==> src/rtl/moore_run_detector.sv <==
// rtl/moore_run_detector.sv - Moore run-length detector with retrigger mode, rise pulse and event counter
module moore_run_detector #(
  parameter int RUN_LEN   = 2,
  parameter int CNT_W     = 4,
  parameter int EVT_W     = 8,
  parameter int RETRIGGER = 0
) (
  input  logic             clock,
  input  logic             reset,
  input  logic             en,
  input  logic             w,
  input  logic             polarity,
  output logic             z,
  output logic             z_rise,
  output logic [CNT_W-1:0] run_count,
  output logic [EVT_W-1:0] event_count
);

  localparam logic [CNT_W-1:0] RUN_MAX = CNT_W'(RUN_LEN);
  localparam logic [CNT_W-1:0] CNT_ONE = CNT_W'(1);
  localparam logic [EVT_W-1:0] EVT_MAX = '1;
  // A single-sample run in retrigger mode completes a fresh run on every match.
  localparam bit REFIRE = (RETRIGGER != 0) && (RUN_LEN == 1);

  logic [CNT_W-1:0] cnt;
  logic [CNT_W-1:0] cnt_nxt;
  logic             at_max;
  logic             hit;

  always_comb begin
    at_max  = (cnt == RUN_MAX);
    cnt_nxt = cnt;
    if (w != polarity) begin
      cnt_nxt = '0;
    end else if (at_max) begin
      cnt_nxt = (RETRIGGER != 0) ? CNT_ONE : RUN_MAX;
    end else begin
      cnt_nxt = cnt + CNT_ONE;
    end
    hit = en && (cnt_nxt == RUN_MAX) && (!at_max || REFIRE);
  end

  always_ff @(posedge clock) begin
    if (reset) begin
      cnt         <= '0;
      z_rise      <= 1'b0;
      event_count <= '0;
    end else if (en) begin
      cnt    <= cnt_nxt;
      z_rise <= hit;
      if (hit && (event_count != EVT_MAX)) begin
        event_count <= event_count + 1'b1;
      end
    end else begin
      z_rise <= 1'b0;
    end
  end

  // Moore output: decoded from the state register only.
  assign z         = (cnt == RUN_MAX);
  assign run_count = cnt;

endmodule

==> config.mk <==
export PLATFORM = sky130hd
export DESIGN_NAME = moore_run_detector
export DESIGN_NICKNAME = d
export VERILOG_FILES = /design/src/rtl/moore_run_detector.sv
export SDC_FILE = /design/constraint.sdc
export NUM_CORES = 1
export LEC_CHECK = 0
export ABC_CLOCK_PERIOD_IN_PS = 2400
export BUFFER_PORTS_ARGS = -buffer_cell sky130_fd_sc_hd__buf_2
export CORE_MARGIN = 10
export CORE_UTILIZATION = 45
export CTS_CLUSTER_DIAMETER = 150
export CTS_CLUSTER_SIZE = 16
export DETAILED_ROUTE_END_ITERATION = 10
export PLACE_DENSITY = 0.81
export SYNTH_ARGS = -nofsm -noshare
export SYNTH_HDL_FRONTEND = slang
export SYNTH_SLANG_ARGS = --single-unit
==> constraint.sdc <==
create_clock -name clock -period 2.4 [get_ports clock]
set_clock_uncertainty 0.15 [all_clocks]
set_input_delay 0.12 -clock clock [delete_from_list [all_inputs] [get_ports clock]]
set_output_delay 0.12 -clock clock [all_outputs]
set_load 0.03 [all_outputs]
## Word level (Yosys, flattened, before mapping)

Index checks and enable logic that the tools add are counted.
Widths: inputs -> output; s select.

- Bits in registers: 13
- Input bits: 5
- Word-level logic and storage cells: 18

- Add/sub/neg operators: 2
- Equal/unequal tests: 4
- Multiplexer cells: 2
- Bitwise operators: 1
- Reductions and logical operators: 6

Operators by type and width:

| kind | count |
|---|---|
| $add 8x1->8 const B | 1 |
| $eq 4x2->1 const B | 2 |
| $mux 4 | 2 |
| $ne 8x8->1 const B | 1 |
| $add 4x1->4 const B | 1 |
| $logic_and 1x1->1 | 3 |
| $reduce_and 2->1 | 1 |
| $reduce_or 2->1 | 1 |
| $logic_not 1->1 | 1 |
| $ne 1x1->1 | 1 |
| $not 1->1 | 1 |

## Depth between registers and ports, before layout

- Depth in word-level cells: 8
- Mapped depth: 7

## Least setup slack after synthesis

No wires, ideal clock.

- Path type: register to register
- Start: register cnt[0] (netlist: run_count[0])
- End: register event_count[3]
- Setup time: 0.121 ns
- Data arrival time: 2.204 ns
- Data required time: 2.129 ns
- Slack: -0.075 ns
- Stages on the path, launching flop included: 7
- Clock period less this slack: 2.475 ns
- Cell sequence: dfxtp_1 -> inv_1 -> ha_1 -> or4_4 -> buf_6 -> nor4_1 -> mux2_2

- Cells in the longest elaborated chain, start to end: 8

Ends and longest elaborated chain:

| item | line | text |
|---|---|---|
| start, declared | 25 | `logic [CNT_W-1:0] cnt;` |
| start signal, assigned | 49 | `cnt <= cnt_nxt;` |
| $add 4x1->4 / $eq 4x2->1 (equally long branches) | 38, 31 |  |
| $mux 4 | 35 | `end else if (at_max) begin` |
| $mux 4 | 33 | `if (w != polarity) begin` |
| $eq 4x2->1 | 40 | `hit = en && (cnt_nxt == RUN_MAX) && (!at_max \|\| REFIRE);` |
| $logic_and 1x1->1 | 40 |  |
| $logic_and 1x1->1 (*) | 40 |  |
| $logic_and 1x1->1 (*) | 51 | `if (hit && (event_count != EVT_MAX)) begin` |
| $reduce_and 2->1 (no source line) (*) | -- |  |
| end signal, assigned | 52 | `event_count <= event_count + 1'b1;` |
| end, declared | 16 | `output logic [EVT_W-1:0] event_count` |

Every way passes the cells marked *; elsewhere a longest branch is shown, timed or not.
A chain may end at the register's enable or synchronous reset.

## Worst setup path in the final report

- Start: register cnt[0] (netlist: run_count[0])
- End: register event_count[6]

Same word-level chain as after synthesis.

==> results_tabular.tex <==
\begin{tabular}{lr}
\hline
Metric & Value \\
\hline
\multicolumn{2}{l}{\textbf{Floorplan}} \\
Top-level I/O count & 19 \\
Area of the die & 3698 um\^{}2 \\
Core region area & 1541 um\^{}2 \\
Die width & 60.81 um \\
Y dimension of the die & 60.81 um \\
Effective utilization at floorplan & 48.62\% \\
Number of rows in the core area & 14 \\
\multicolumn{2}{l}{\textbf{Logic synthesis}} \\
Dominant cells by area after synthesis & sky130\_fd\_sc\_hd\_\_dfxtp\_1 (35\%), sky130\_fd\_sc\_hd\_\_mux2\_2 (9.0\%), sky130\_fd\_sc\_hd\_\_nor2b\_1 (5.8\%), sky130\_fd\_sc\_hd\_\_ha\_1 (5.0\%), sky130\_fd\_sc\_hd\_\_nor4\_1 (5.0\%) \\
Number of synthesis warnings & 0 \\
Netlist cell types & 30 \\
Mean instance size in the synthesized netlist & 9.140 um\^{}2 \\
Share of synthesized flip-flops with an asynchronous set or reset & 0\% \\
Cell count after synthesis & 82 \\
Number of synthesized flops with an enable pin & 0 \\
Library cell with the largest summed area after synthesis & sky130\_fd\_sc\_hd\_\_dfxtp\_1 \\
Share of the yosys chip area belonging to registers & 34.72\% \\
Combined area of all synthesized cells & 749.5 um\^{}2 \\
Portion of synthesized cell area occupied by the leading cell type & 34.72\% \\
Post-synth top flop & sky130\_fd\_sc\_hd\_\_dfxtp\_1 \\
Syn\_nets & 90 \\
Register bit total from synthesis & 13 \\
\multicolumn{2}{l}{\textbf{Power}} \\
Combinational fraction of design power & 9.3\% \\
Net switching component of the power & 0.1053 mW \\
Highest ir drop seen on vdd & 0.0002907 V \\
Power density over the cells & 446.9 nW/um\^{}2 \\
Internal power of the cells & 0.2923 mW \\
Post-layout total power & 0.3976 mW \\
Part of the power in registers & 55.5\% \\
Switch share & 26.49\% \\
Part of the total power dissipated in the clock network & 35.1\% \\
Static Leak & 0.3998 nW \\
\multicolumn{2}{l}{\textbf{Clock network}} \\
Total clock buffers created by CTS & 3 \\
Sinks on the clock net & 13 \\
Buffers from clock root to sink, at most & 2 \\
Worst skew pair latency & 0.28 ns \\
Cell chosen for the clock root & sky130\_fd\_sc\_hd\_\_clkbuf\_4 \\
TritonCTS clock tree & yes \\
Clock-pin slew on the worst setup and hold paths & 0.09 ns \\
H-tree Lvls & 1 \\
\multicolumn{2}{l}{\textbf{Setup path}} \\
Crit Reg-Reg Startpoint & run\_count[0] \\
Endpoint of the lowest-slack register-to-register path & event\_count[6] \\
Category of the worst setup path capture point & flop \\
Maximum net fanout on the critical path & 11 \\
Startpoint class of the critical path & flop \\
Arrival time at the worst endpoint & 2.35 ns \\
Setup CP Type & reg -> reg \\
Worst endpoint required time & 2.43 ns \\
Flop2flop setup slack & 0.07 ns \\
Depth of the worst register-to-register path & 5 \\
\multicolumn{2}{l}{\textbf{Cells and area}} \\
Highest-count cells in the layout ignoring fill and taps & sky130\_fd\_sc\_hd\_\_buf\_2 (18), sky130\_fd\_sc\_hd\_\_dfxtp\_1 (12), sky130\_fd\_sc\_hd\_\_nor2b\_1 (7), sky130\_fd\_sc\_hd\_\_nor2\_1 (7), sky130\_fd\_sc\_hd\_\_mux2\_2 (6) \\
Most common library cell in the layout ignoring fill and taps & sky130\_fd\_sc\_hd\_\_buf\_2 \\
Area occupied by multi-input gates & 465.4 um\^{}2 \\
Core Util, Final & 57.71\% \\
Ant. Diodes & 0 \\
Proportion of layout cells with a drive suffix above 1 & 35.64\% \\
Net total in the final layout & 110 \\
Number of fillers in the final layout & 148 \\
Post-route insts no fill & 117 \\
Register Area & 261.5 um\^{}2 \\
Layout-stage area growth over the synthesis result & 18.70\% \\
\multicolumn{2}{l}{\textbf{Hold path}} \\
Class of the tightest hold or removal check & in -> reg \\
Hold-critical path endpoint & run\_count[0] \\
Beginning of the worst hold path & reset \\
Worst hold path cell count & 2 \\
\multicolumn{2}{l}{\textbf{Timing}} \\
Final cycle utilization of the critical path & 97.05\% \\
Setup slack after layout & 0.07079 ns \\
Number of slew-limit violations in the final report & 0 \\
Number of endpoints failing setup at the final stage & 0 \\
Min Tclk post-route & 2.329 ns \\
Setup repair after global routing missed its margin & no \\
Aggregate negative setup slack & 0 ns \\
Fmax & 429.3 MHz \\
Final hold viol count & 0 \\
Worst Tran Pin Value & 0.4620 ns \\
Slew HR & 68.96\% \\
\multicolumn{2}{l}{\textbf{Drt}} \\
First drt pass iteration count & 4 \\
Total wire length after detailed routing & 1.791 mm \\
Drt initial violations & 24 \\
Average routed wire per standard cell & 15.31 um \\
Overall via count from detail\_route & 699 \\
Post-route ant nets & 0 \\
Via density per instance & 5.974 \\
DRC Markers & 0 \\
\multicolumn{2}{l}{\textbf{GRT}} \\
Antenna violations before repair & 0 \\
Wire length of the first global-routing pass & 2.725 mm \\
Global route overflow & 0 \\
All-Layer GR Usage & 9.314\% \\
Via count of the first global-routing pass & 618 \\
Pin count of the biggest net entering global routing & 20 \\
\multicolumn{2}{l}{\textbf{Job}} \\
Max-cap violation count & 0 \\
\multicolumn{2}{l}{\textbf{Placement}} \\
Number of placed instances with taps included & 112 \\
Count of port buffers added during placement & 18 \\
Minimum setup slack after placement & 0.1099 ns \\
Routability-driven placement congestion ratio & 0.8379 \\
Detailed placer's ending HPWL & 1.271 mm \\
\multicolumn{2}{l}{\textbf{Status}} \\
Run status & completed \\
\hline
\end{tabular}
[layout make-up]
class / count / area share, %
clock inverters: 1 / 0.5626
flip-flops and latches: 13 / 29.40
repair buffers: 20 / 12.10
well taps: 16 / 2.250
inverters: 2 / 0.8439
multi-input cells: 62 / 52.32
clock buffers: 3 / 2.532
[per-stage QoR]
step	hold slack, ns	area (um^2)
6_report	0.05747	889.6
5_1_grt	0.09004	889.6
3_5_place_dp	0.2347	845.8
2_1_floorplan	0.08814	755.7
4_1_cts	0.06507	883.3
3_3_place_gp	0.2256	845.8
[worst max path at each step]
stage / start / cells past startpoint / endpoint
floorplan: run_count[1] / 5 / event_count[3]
global placement: run_count[0] / 5 / event_count[5]
detailed placement: run_count[0] / 5 / event_count[6]
CTS: run_count[0] / 5 / event_count[6]
global route: run_count[0] / 5 / event_count[6]
finish: run_count[0] / 5 / event_count[6]
[worst max-delay path: stages (launching register included)]
cell and delay (ns):
sky130_fd_sc_hd__dfxtp_2 0.37, sky130_fd_sc_hd__inv_1 0.08, sky130_fd_sc_hd__ha_1 0.31, sky130_fd_sc_hd__or4_4 0.56, sky130_fd_sc_hd__nor4_1 0.37, sky130_fd_sc_hd__mux2_2 0.38
[metal layers]
metal / global-route usage [%] / vias up / wire (um)
met2: 16.59 / 18 / 888
met4: 2.821 / 0 / 19
met5: 0 / - / 0
met3: 3.132 / 4 / 117
met1: 10.12 / 328 / 766
li1: - / 349 / -
[registers in the layout (all words and copies together), names as in the netlist]
register,count
event_count,8
run_count,4
z_rise,1
[cell families after synthesis]
kind of cell               count (synthesis)  synth area share, %
and+or+nand+nor                           42                35.39
DFF                                       13                34.72
AOI/OAI and AO/OA                          9                8.681
buffers and inverters                      7                4.673
muxes                                      7                10.35
adders and majority gates                  3                5.009
xor gates and xnor gates                   1                1.169
[power groups by stage]
| stage | Combinational, mW | Clock (mW) | Sequential [mW] |
|---|---|---|---|
| final | 0.0372 | 0.140 | 0.221 |
| after floorplan | 0.0215 | 0 | 0.229 |
| after global routing | 0.0405 | 0.150 | 0.221 |
| after detailed placement | 0.0356 | 0 | 0.226 |
| after CTS | 0.0372 | 0.139 | 0.221 |
| after global placement | 0.0345 | 0 | 0.225 |
[synthesized netlist by cell type, types with 3 or more instances]
cell,count
sky130_fd_sc_hd__a21oi_1,3
sky130_fd_sc_hd__and4_1,3
sky130_fd_sc_hd__clkbuf_1,3
sky130_fd_sc_hd__dfxtp_1,13
sky130_fd_sc_hd__ha_1,3
sky130_fd_sc_hd__mux2_2,6
sky130_fd_sc_hd__nand3_1,3
sky130_fd_sc_hd__nand4_1,3
sky130_fd_sc_hd__nor2_1,7
sky130_fd_sc_hd__nor2b_1,7
sky130_fd_sc_hd__nor3_1,4
sky130_fd_sc_hd__nor4_1,6
sky130_fd_sc_hd__o31ai_1,3
[timing repair]
action	4_1_cts	5_1_grt
hold buffers	1	0
resized for setup	0	1
setup endpoints to repair	0	1
setup buffers	0	0
endpoints found under the hold margin	1	0
Note: power is estimated with default switching activity, not from simulation.
